File: config.mk
export PLATFORM = sky130hd
export DESIGN_NAME = move_sequencer
export DESIGN_NICKNAME = d
export VERILOG_FILES = /design/src/rtl/move_sequencer.sv
export SDC_FILE = /design/constraint.sdc
export NUM_CORES = 1
export LEC_CHECK = 0
export ABC_AREA = 1
export BUFFER_PORTS_ARGS = -buffer_cell sky130_fd_sc_hd__buf_4
export CAP_MARGIN = 10
export CORE_MARGIN = 1
export CORE_UTILIZATION = 54
export CTS_CLUSTER_SIZE = 8
export DETAILED_ROUTE_END_ITERATION = 12
export HOLD_SLACK_MARGIN = 0.12
export PLACE_DENSITY = 0.8
export SYNTH_ARGS = -nofsm -noshare
export SYNTH_HDL_FRONTEND = slang
export SYNTH_SLANG_ARGS = --single-unit
File: constraint.sdc
create_clock -name clk -period 2.52 [get_ports clk]
set_input_delay 0 -clock clk [delete_from_list [all_inputs] [get_ports clk]]
set_output_delay 0 -clock clk [all_outputs]
set_load 0.05 [all_outputs]
File: src/rtl/move_sequencer.sv
`default_nettype none
// ============================================================================
//  Module      : move_sequencer
//  Description : Command-level controller for the Knight's-tour robot PID
//                steering path. Accepts one move command, turns in place to
//                the commanded heading, ramps forward speed up, counts IR
//                line crossings, ramps speed down, then pulses a response.
//  Revision    : 1.0  initial release
// ============================================================================
module move_sequencer #(
    parameter logic [9:0]  MAX_FRWRD = 10'h2A0,
    parameter logic [9:0]  RAMP_INC  = 10'h010,
    parameter logic [11:0] HEAD_TOL  = 12'h02C
) (
    input  logic        clk,
    input  logic        rst_n,
    input  logic        cmd_vld,
    input  logic [15:0] cmd,
    input  logic [11:0] heading,
    input  logic        heading_rdy,
    input  logic        cntrIR,
    output logic        clr_cmd_rdy,
    output logic        send_resp,
    output logic        moving,
    output logic        err_vld,
    output logic [11:0] error,
    output logic [9:0]  frwrd
);

    typedef enum logic [1:0] {
        IDLE      = 2'd0,
        TURN      = 2'd1,
        RAMP_UP   = 2'd2,
        RAMP_DOWN = 2'd3
    } state_t;

    localparam logic [9:0] RAMP_DEC = {RAMP_INC[8:0], 1'b0};

    state_t      state_q;
    logic [11:0] desired_q;
    logic [4:0]  target_q;
    logic [4:0]  lines_q;
    logic [9:0]  frwrd_q;
    logic        cntrIR_q;
    logic        clr_cmd_rdy_q;
    logic        send_resp_q;

    logic [11:0] err_abs;
    logic        settled;
    logic [10:0] frwrd_sum;
    logic [9:0]  frwrd_up_d;
    logic [9:0]  frwrd_dn_d;
    logic        line_edge;
    logic [4:0]  lines_d;
    logic        cmd_accept;
    logic [11:0] desired_d;

    assign error       = heading - desired_q;
    assign moving      = (state_q != IDLE);
    assign err_vld     = heading_rdy & moving;
    assign frwrd       = frwrd_q;
    assign clr_cmd_rdy = clr_cmd_rdy_q;
    assign send_resp   = send_resp_q;

    // Heading magnitude, speed ramp steps, line edge and command decode.
    always_comb begin
        // -2048 has no positive twin in 12 bits; saturate it to 2047
        if (error == 12'h800)
            err_abs = 12'h7FF;
        else if (error[11])
            err_abs = -error;
        else
            err_abs = error;
        settled    = heading_rdy && (err_abs < HEAD_TOL);

        frwrd_sum  = {1'b0, frwrd_q} + {1'b0, RAMP_INC};
        frwrd_up_d = (frwrd_sum > {1'b0, MAX_FRWRD}) ? MAX_FRWRD : frwrd_sum[9:0];
        frwrd_dn_d = (frwrd_q > RAMP_DEC) ? (frwrd_q - RAMP_DEC) : 10'd0;

        line_edge  = cntrIR & ~cntrIR_q;
        lines_d    = lines_q + 5'd1;

        cmd_accept = cmd_vld && (cmd[15:12] == 4'h2);
        desired_d  = (cmd[11:4] == 8'h00) ? 12'h000 : {cmd[11:4], 4'hF};
    end

    // Move state machine with registered speed and handshake pulses.
    always_ff @(posedge clk) begin
        if (!rst_n) begin
            state_q       <= IDLE;
            desired_q     <= 12'h000;
            target_q      <= 5'd0;
            lines_q       <= 5'd0;
            frwrd_q       <= 10'd0;
            cntrIR_q      <= 1'b0;
            clr_cmd_rdy_q <= 1'b0;
            send_resp_q   <= 1'b0;
        end else begin
            cntrIR_q      <= cntrIR;
            clr_cmd_rdy_q <= 1'b0;
            send_resp_q   <= 1'b0;
            case (state_q)
                IDLE: begin
                    if (cmd_accept) begin
                        desired_q     <= desired_d;
                        target_q      <= {cmd[3:0], 1'b0};
                        lines_q       <= 5'd0;
                        frwrd_q       <= 10'd0;
                        clr_cmd_rdy_q <= 1'b1;
                        state_q       <= TURN;
                    end
                end
                TURN: begin
                    if (settled) begin
                        if (target_q == 5'd0) begin
                            state_q     <= IDLE;
                            send_resp_q <= 1'b1;
                        end else begin
                            state_q     <= RAMP_UP;
                        end
                    end
                end
                RAMP_UP: begin
                    if (heading_rdy)
                        frwrd_q <= frwrd_up_d;
                    if (line_edge) begin
                        lines_q <= lines_d;
                        if (lines_d == target_q)
                            state_q <= RAMP_DOWN;
                    end
                end
                RAMP_DOWN: begin
                    if (heading_rdy) begin
                        if (frwrd_q == 10'd0) begin
                            state_q     <= IDLE;
                            send_resp_q <= 1'b1;
                        end else begin
                            frwrd_q     <= frwrd_dn_d;
                        end
                    end
                end
                default: state_q <= IDLE;
            endcase
        end
    end

endmodule
`default_nettype wire

==> results of run 1 <==
[layout by cell type, fill, tap and decap left out, types with 2 or more instances in the layout]
master         Yosys  routed
nor3_1             3       3
nand4_1            7       7
o21ai_0           24      24
conb_1             1       4
nand3b_1           4       4
xnor2_1            6       6
nor2_2             4       5
ha_1              18      15
nor2_1            35      34
a21oi_1           24      24
a31oi_1            3       3
a21oi_2            3       3
ha_4               0       3
xor2_1             8       8
nor4_1             3       3
nand2_2           12      16
dfxtp_1           29      28
nand3_2            3       3
nand3_1           25      25
nand2_1           91      87
inv_1             70      67
dlygate4sd3_1      0      27
buf_4              4      55
inv_2              2       5
o22ai_1            2       2
clkbuf_8           0       7
[cells by family after synthesis]
logic type	after synthesis
flops	29
simple gates	191
fa+ha+maj	19
xor+xnor	14
buf+inv	82
compound gates	62
other cells	1
[registers in the layout (all words and copies together) (netlist names)]
register     cells
state_q          2
lines_q          5
clr_cmd_rdy      1
frwrd            6
cntrIR_q         1
target_q         4
send_resp        1
desired_q        9
[how the worst max path moves through the flow]
stage                       from    endpoint  slack, ns  depth (start not counted)
floorplan           desired_q[3]  state_q[0]       0.02                         17
global placement    desired_q[3]  state_q[0]       0.24                         20
detailed placement  desired_q[3]  state_q[0]       0.16                         18
CTS                 desired_q[3]  state_q[0]       0.11                         18
global route        desired_q[3]  state_q[0]      -0.01                         20
finish              desired_q[3]  state_q[0]       0.21                         17
[repair_timing]
| action | in CTS | in global routing |
|---|---|---|
| hold buffers | 27 | 0 |
| setup endpoints to repair | 0 | 3 |
| setup buffers | 0 | 0 |
| endpoints found under the hold margin | 17 | 0 |
| gates resized for setup | 0 | 15 |
[final cells by class]
class	count	area, µm²	area share [%]
clock inverter	1	5.005	0.1491
timing repair buffer	82	683.2	20.36
inverter	72	270.3	8.054
tap	52	65.06	1.939
multi-input combinational	290	1652	49.22
clock buffer	7	96.34	2.871
sequential	29	584.3	17.41
[per-stage QoR]
| step | utilization (%) | setup TNS, ns |
|---|---|---|
| after global placement | 66.33 | 0 |
| after CTS | 74.74 | 0 |
| final | 76.02 | 0 |
| after detailed placement | 66.33 | 0 |
| after floorplan | - | 0 |
| after global routing | 76.02 | -0.01416 |
[power by group]
part           switching (µW)  leakage (µW)  internal [µW]
combinational             314       0.00141            182
clock                     184     0.0000542            247
sequential               7.85      0.000235            466
total                     506       0.00170            895
[critical path, cell delays in order (launching register included)]
cell and delay [ns]:
dfxtp_4 0.37, ha_4 0.16, fa_2 0.57, nand2_1 0.10, nor2_2 0.13, nand2_2 0.08, nand3_1 0.07, nand2_1 0.06
nand2_2 0.06, nand2_1 0.04, inv_1 0.05, nand2_1 0.06, nand2_2 0.06, nand3_2 0.08, nand2_2 0.08, nand3_2 0.07
o211ai_1 0.11, inv_1 0.06
[routing by layer]
layer / up-vias / wire, µm / global-route usage, %
met4: 0 / 52 / 7.333
met1: 1267 / 3053 / 35.65
met3: 7 / 317 / 4.762
li1: 1423 / - / -
met2: 96 / 2919 / 44.12
met5: - / 0 / 0
==> results.txt, run 1 <==
Top FF cell, synth: dfxtp_1
Post-place setup slack: 0.1592 ns
Simple-Gate Fraction of Synth Area: 34.72%
CTS H-tree lvls: 2
Commonest cells in the netlist: 91 x nand2_1, 70 x inv_1, 35 x nor2_1
Post-synthesis cell type with the largest combined area: dfxtp_1
Iteration-0 DRC Markers: 155
Layout net count: 532
Reg clk slew, reported paths: 0.07 ns
Wire per inst: 11.90 µm
Yosys reg bits: 29
Die height: 70.01 µm
CTS tree: built
Rel. slew slack: 57.42%
R2R Path Start: desired_q[3]
Post-synthesis async set-or-reset flop share: 0%
Syn avg cell area: 6.275 µm²
CTS Root Cell: clkbuf_8
Vias in the first global route: 2538
Area growth syn-to-layout: 34.37%
Mux contribution to synthesized area: 0%
CORE AREA: 4414 µm²
Setup WS post-layout: 0.2052 ns
Hold slack final: 0.3009 ns
Port bufs: 54
Cell count after placement: 498
Max-slew violation count: 0
Hold Crit Class: primary input to flip-flop
Worst Hold Depth: 8
Sequential share of the synthesized area: 23.25%
Grt ovf: 0
Leakage: 0.001704 µW
DRT Pass-1 Iters: 5
Synth Area in Adders: 9.820%
Worst slew pin tran: 0.6320 ns
Post-DP HPWL: 4652 µm
EDFF count, synth: 0
Largest net degree at the start of global routing: 22
Vias per cell: 5.240
Num rows: 24
Worst-skew pair later-pin latency: 0.28 ns
ANT cells: 0
DRT antenna net count: 0
Starting Density: 56.58%
CP max FO: 4
DRC Markers: 0
Die Span X: 70.01 µm
Reg2Reg Capture Point: state_q[0]
Post-synthesis compound-gate area fraction: 13.98%
Arrival time at the worst endpoint: 2.49 ns
Synth top area share: 23.25%
All-Layer GR Usage: 26.71%
Share of cells above drive strength 1: 21.41%
Reg2Reg Depth: 17
Syn Std Cell Area: 2497 µm²
# setup viols final: 0
Placed cell areas: 2928 µm²
Vias: 2793
Crit start category: flip-flop
Drt total wl: 6342 µm
Antenna violations before repair: 0
WHS Endpoint: state_q[1]
Post-synth cell types: 37
Hold Startpoint: cmd[14]
Main combinational cell family by area after synthesis: simple AND/OR/NAND/NOR gates
Setup crit end kind: flip-flop
Die area: 4901 µm²
Peak Freq: 432.0 MHz
Max_cap viols: 0
Final Instance Area: 3356 µm²
Gpl congestion: 0.9505
Num ports: 59
Fill count: 356
Run status: completed
Fin crit share: 91.86%
XOR/XNOR Fraction of Synth Area: 4.910%
Post-Syn Instances: 398
PD cells: 417.4 nW/µm²
Cts bufs inserted: 5
# clock sinks: 29
R2r setup slk: 0.21 ns
Fin cells: 533
Ys Warns: 0
Worst VDD drop: 0.0003734 V
Clk_skew: 0.006268 ns
Power after layout: 1401 µW
Synth top area cells: dfxtp_1 23%, nand2_1 14%, inv_1 11%, ha_1 9.0%, nor2_1 5.3%
Worst endpoint required time: 2.69 ns
First-pass GRT wire length: 10780 µm
Final worst path period need: 2.315 ns
Crit path kind: flip-flop to flip-flop
Clock buffer depth: 2
Hold Fails Final Rpt: 0
Top-count cell post-synth: nand2_1
(Power assumes the default switching activity.)
==> inputs of run 2 (changes only) <==
Settings changed: RECOVER_POWER from default to 50.
==> run 2 against run 1 <==
  * Largest power group unchanged
  * Combinational power shrank 3%
  * Via count shrank 1.3%
  * First-iteration DRC count shrank 7.1%
  * Clock power is essentially flat
  * Highest routed layer unchanged
  * Worst hold slack lost 0.0032 ns
  * Flip-flop and latch count is the same
  * Maximum frequency is essentially flat
  * Clock-buffer cell count is the same
  * Critical path type unchanged
  * Non-clock buffer count is the same
==> results.txt, run 2 (synthesis gave the netlist of run 1 again) <==
Vias per cell: 5.173 (-1.3%)
Cts bufs inserted: 5 (unchanged)
Area growth syn-to-layout: 31.96%
DRC Markers: 0 (unchanged)
Clk_skew: 0.006592 ns (+0.0003242 ns)
CP max FO: 4 (unchanged)
First-pass GRT wire length: 10780 µm (unchanged)
# setup viols final: 0 (unchanged)
Top reg by flops: desired_q
Worst-skew pair later-pin latency: 0.28 ns (about the same)
Reg clk slew, reported paths: 0.07 ns (about the same)
Leakage: 0.001639 µW (-3.8%)
Setup TNS: 0 ns (unchanged)
Die height: 70.01 µm (unchanged)
CTS Root Cell: clkbuf_8
Reg2Reg Capture Point: state_q[0]
Max reg flops: 9 (unchanged)
R2r setup slk: 0.20 ns (about the same)
Area of the multi-input gates: 1652 µm² (unchanged)
Max_cap viols: 0 (unchanged)
Wire per inst: 11.92 µm (+0.20%)
All-Layer GR Usage: 26.71% (unchanged)
DRT Pass-1 Iters: 5 (unchanged)
Hold slack final: 0.2977 ns (-0.003197 ns)
Slowest CP cell: fa_2
Reg2Reg Depth: 17 (unchanged)
Crit-path cells: ha_4 -> fa_2 -> nand2_1 -> nor2_2 -> nand2_2 -> nand3_1 -> nand2_1 -> nand2_2 -> nand2_1 -> inv_1 -> nand2_1 -> nand2_2 -> nand3_2 -> nand2_2 -> nand3_2 -> o211ai_1 -> inv_1
Rel. slew slack: 57.87% (+0.45 points)
Iteration-0 DRC Markers: 144 (-7.1%)
Port bufs: 54 (unchanged)
Post-place setup slack: 0.1592 ns (unchanged)
Vias: 2757 (-1.3%)
Run status: completed
Most frequent cells in the layout: 87 x nand2_1, 67 x inv_1, 39 x buf_4
Cell count after placement: 498 (unchanged)
Num ports: 59 (unchanged)
Share of cells above drive strength 1: 18.09% (-3.3 points)
Die area: 4901 µm² (unchanged)
Starting Density: 56.58% (unchanged)
Crit path kind: flip-flop to flip-flop
Commonest non-fill, non-tap cell in the layout: nand2_1
Vias in the first global route: 2538 (unchanged)
Post-DP HPWL: 4652 µm (unchanged)
Largest net degree at the start of global routing: 22 (unchanged)
CORE AREA: 4414 µm² (unchanged)
Layout net count: 532 (unchanged)
Grt ovf: 0 (unchanged)
Hold Crit Class: primary input to flip-flop
# clock sinks: 29 (unchanged)
Setup WS post-layout: 0.2036 ns (-0.001560 ns)
Worst endpoint required time: 2.69 ns (about the same)
Fin crit share: 91.92% (about the same)
Hold Startpoint: cmd[14]
Num rows: 24 (unchanged)
Clock buffer depth: 2 (unchanged)
Antenna violations before repair: 0 (unchanged)
Arrival time at the worst endpoint: 2.49 ns (about the same)
Delay of the slowest cell on the worst path: 0.57 ns (about the same)
CTS H-tree lvls: 2 (unchanged)
Crit start category: flip-flop
Drt total wl: 6355 µm (+0.20%)
WHS Endpoint: state_q[1]
Setup crit end kind: flip-flop
Final worst path period need: 2.316 ns (+0.001560 ns)
ANT cells: 0 (unchanged)
Fin cells: 533 (unchanged)
Die Span X: 70.01 µm (unchanged)
Peak Freq: 431.7 MHz (about the same)
Worst VDD drop: 0.0003742 V (+0.21%)
Worst slew pin tran: 0.6319 ns (-0.0001076 ns)
R2R Path Start: desired_q[3]
Fin util: 74.66% (-1.4 points)
Gpl congestion: 0.9505 (unchanged)
Max-slew violation count: 0 (unchanged)
PD cells: 421.0 nW/µm² (+0.85%)
DRT antenna net count: 0 (unchanged)
Worst Hold Depth: 8 (unchanged)
Hold Fails Final Rpt: 0 (unchanged)
Fill count: 369 (+3.7%)
Register area: 584.3 µm² (unchanged)
CTS tree: built
-- run 2: changes by cell type in the layout (fill, tap and decap cells not counted) --
cell      delta
buf_4       -16
clkbuf_1    +16
-- run 2: metal layers --
layer / wire, µm / share of wire, % / track usage [%]
met1: 3092 / 49 / 35.65
met2: 2900 / 46 / 44.12
met3: 304 / 4.8 / 4.762
met4: 57 / 0.90 / 7.333
met5: 0 / 0 / 0
-- run 2: how the worst max path moves through the flow --
stage | to | slack [ns] | startpoint | depth (start not counted)
global route | state_q[0] | -0.01 | desired_q[3] | 20
CTS | state_q[0] | 0.11 | desired_q[3] | 18
finish | state_q[0] | 0.20 | desired_q[3] | 17
floorplan | state_q[0] | 0.02 | desired_q[3] | 17
global placement | state_q[0] | 0.24 | desired_q[3] | 20
detailed placement | state_q[0] | 0.16 | desired_q[3] | 18
-- run 2: area by class of cell --
type | instances | share of cell area [%]
Multi-Input combinational cell | 290 | 50.11
Timing Repair Buffer | 82 | 18.91
Sequential cell | 29 | 17.73
Inverter | 72 | 8.200
Clock buffer | 7 | 2.923
Tap cell | 52 | 1.974
Clock inverter | 1 | 0.1519
-- run 2: report_power, final --
group	total, µW	switching (µW)	internal, µW
logic	483	314	170
clock network	430	183	247
registers	474	7.79	466
-- run 2: worst max-delay path: cells and delay by family (launching register included) --
| kind | cells | cell delay (ns) |
|---|---|---|
| buf+inv | 2 | 0.11 |
| simple gates | 12 | 0.89 |
| fa+ha+maj | 2 | 0.73 |
| flops | 1 | 0.37 |
| compound gates | 1 | 0.11 |
-- run 2: through the flow --
stage                     total power, µW  instance area, µm²
after floorplan                     806.6                2509
after global placement              924.6                2928
after detailed placement            932.0                2928
after CTS                            1387                3299
after global routing                 1463                3296
final                                1387                3296
-- run 2: timing repair --
item | in CTS | in global routing
hold endpoints to repair | 17 | 0
endpoints found under the setup margin | 0 | 3
resized for setup | 0 | 15
buffers inserted | 0 | 0
hold buffers | 27 | 0
==> inputs of run 3 (changes only) <==
Settings changed: ABC_CLOCK_PERIOD_IN_PS from default to 2520, CELL_PAD_IN_SITES_DETAIL_PLACEMENT from default to 1, CELL_PAD_IN_SITES_GLOBAL_PLACEMENT from default to 2, CORE_MARGIN 1 to 2, CORE_UTILIZATION 54 to 28, PLACE_DENSITY 0.8 to default, PLACE_DENSITY_LB_ADDON from default to 0.1.
==> run 3 against run 2 <==
  * Power up 6.8%
  * Core utilization down 36 points
  * Maximum frequency up 0.41%
  * Flip-flop and latch count unchanged
  * Non-clock buffer count unchanged
  * Clock skew up 0.0034 ns
  * Worst hold slack better by 0.047 ns
  * Critical endpoint unchanged
  * Highest routed layer unchanged
==> results.txt, run 3 (synthesis gave the netlist of run 1 again) <==
Run status: completed
Grt ovf: 0 (unchanged)
PD cells: 438.2 nW/µm² (+4.1%)
Vias per cell: 4.677 (-9.6%)
Gpl congestion: 0.8030 (-16%)
CTS Root Cell: clkbuf_8
Hold slack final: 0.3449 ns (+0.04719 ns)
Port bufs: 54 (unchanged)
Fill count: 1184 (+220%)
Drt total wl: 8012 µm (+26%)
Worst VDD drop: 0.0001914 V (-49%)
Post-DP HPWL: 6473 µm (+39%)
Num rows: 34 (+42%)
Crit start category: flip-flop
Starting Density: 28.78% (-28 points)
Die area: 9690 µm² (+98%)
Worst slew pin tran: 0.7670 ns (+0.1350 ns)
Setup crit end kind: flip-flop
First-pass GRT wire length: 13250 µm (+23%)
Leakage: 0.001655 µW (+0.98%)
Most frequent cells in the layout: 90 x nand2_1, 70 x inv_1, 43 x buf_4
CTS tree: built
Hold Fails Final Rpt: 0 (unchanged)
ANT cells: 0 (unchanged)
Max-slew violation count: 0 (unchanged)
Crit path kind: flip-flop to flip-flop
Clk_skew: 0.01002 ns (+0.003432 ns)
Layout net count: 532 (unchanged)
Wire per inst: 13.60 µm (+14%)
Cts bufs inserted: 5 (unchanged)
Num ports: 59 (unchanged)
Reg clk slew, reported paths: 0.07 ns (about the same)
Worst endpoint required time: 2.69 ns (about the same)
Cell count after placement: 556 (+12%)
Clock buffer depth: 2 (unchanged)
DRT Pass-1 Iters: 4 (-1)
Commonest non-fill, non-tap cell in the layout: nand2_1
Antenna violations before repair: 0 (unchanged)
Largest net degree at the start of global routing: 22 (unchanged)
Fin util: 38.96% (-36 points)
Fin crit share: 91.55% (-0.38 points)
All-Layer GR Usage: 16.85% (-9.9 points)
Max_cap viols: 0 (unchanged)
DRC Markers: 0 (unchanged)
DRT antenna net count: 0 (unchanged)
Placed cell areas: 3013 µm² (+2.9%)
Vias: 2755 (-0.073%)
Rel. slew slack: 48.87% (-9.0 points)
Die height: 98.44 µm (+41%)
Share of cells above drive strength 1: 17.88% (-0.21 points)
Vias in the first global route: 2754 (+8.5%)
Arrival time at the worst endpoint: 2.48 ns (about the same)
Final worst path period need: 2.307 ns (-0.009453 ns)
Power after layout: 1481 µW (+6.8%)
CTS H-tree lvls: 2 (unchanged)
CORE AREA: 8678 µm² (+97%)
# setup viols final: 0 (unchanged)
Worst-skew pair later-pin latency: 0.29 ns (about the same)
Fin cells: 589 (+11%)
Area of the multi-input gates: 1652 µm² (unchanged)
Die Span X: 98.44 µm (+41%)
CP max FO: 4 (unchanged)
# clock sinks: 29 (unchanged)
Peak Freq: 433.5 MHz (+0.41%)
Top reg by flops: desired_q
Final Instance Area: 3381 µm² (+2.6%)
Area growth syn-to-layout: 35.37%
Hold Crit Class: primary input to flip-flop
Iteration-0 DRC Markers: 60 (-58%)
Register area: 581.8 µm² (-0.43%)
Max reg flops: 9 (unchanged)
==> run 3: changes by cell type in the layout (fill, tap and decap cells not counted), moves of 2 or more <==
cell / previous run / this run
dlygate4sd3_1: 27 / 25
nand2_1: 87 / 90
inv_2: 5 / 2
nand2_2: 16 / 13
inv_1: 67 / 70
ha_2: 0 / 2
buf_4: 39 / 43
==> run 3: worst max-delay path: stages (launching register included) <==
cell      delay, ns
dfxtp_2        0.34
ha_1           0.21
fa_2           0.55
nand2_1        0.09
nor2_2         0.13
nand2_1        0.09
nand3_1        0.08
nand2_1        0.07
nand2_2        0.06
nand2_1        0.04
inv_1          0.04
nand2_1        0.04
nand2_1        0.06
nand3_2        0.07
nand2_2        0.08
nand3_2        0.07
o211ai_1       0.10
inv_1          0.05
==> run 3: report_power, final <==
| group | internal (µW) | total (µW) | switching [µW] |
|---|---|---|---|
| Combinational | 171 | 495 | 323 |
| Sequential | 467 | 474 | 7.26 |
| Clock | 322 | 512 | 190 |
| Total | 961 | 1480 | 520 |
==> run 3: timing repair <==
item	4_1_cts	5_1_grt
hold endpoints to repair	17	0
hold buffers	25	0
setup buffers	0	0
gates resized for setup	0	14
setup endpoints to repair	0	3
==> run 3: area by class of cell <==
type                       count  share of cell area (%)
multi-input combinational    290                   48.85
timing repair buffer          82                   18.50
sequential                    29                   17.21
inverter                      72                   7.994
tap                          108                   3.997
clock buffer                   7                   2.554
clock inverter                 1                  0.8882
==> run 3: stage by stage <==
| step | setup slack (ns) | TNS, ns |
|---|---|---|
| after floorplan | 0.02415 | 0 |
| after global placement | 0.2077 | 0 |
| after detailed placement | 0.1852 | 0 |
| after CTS | 0.1446 | 0 |
| after global routing | -0.005341 | -0.005341 |
| final | 0.2131 | 0 |
==> run 3: final timing paths <==
path	startpoint	end	slack [ns]	depth (start not counted)
worst max-delay path	desired_q[3]	state_q[0]	0.21	17
worst min-delay path	cmd[14]	state_q[1]	0.34	8
worst max register to register	desired_q[3]	state_q[0]	0.21	17
worst min register to register	lines_q[1]	lines_q[1]	0.50	2
==> run 3: per-layer routing <==
| metal | vias up | share of wire, % | GRT usage, % |
|---|---|---|---|
| li1 | 1427 | - | - |
| met1 | 1268 | 52 | 24.13 |
| met5 | - | 0 | 0 |
| met2 | 53 | 44 | 26.90 |
| met3 | 7 | 3.5 | 2.199 |
| met4 | 0 | 0.64 | 4.215 |
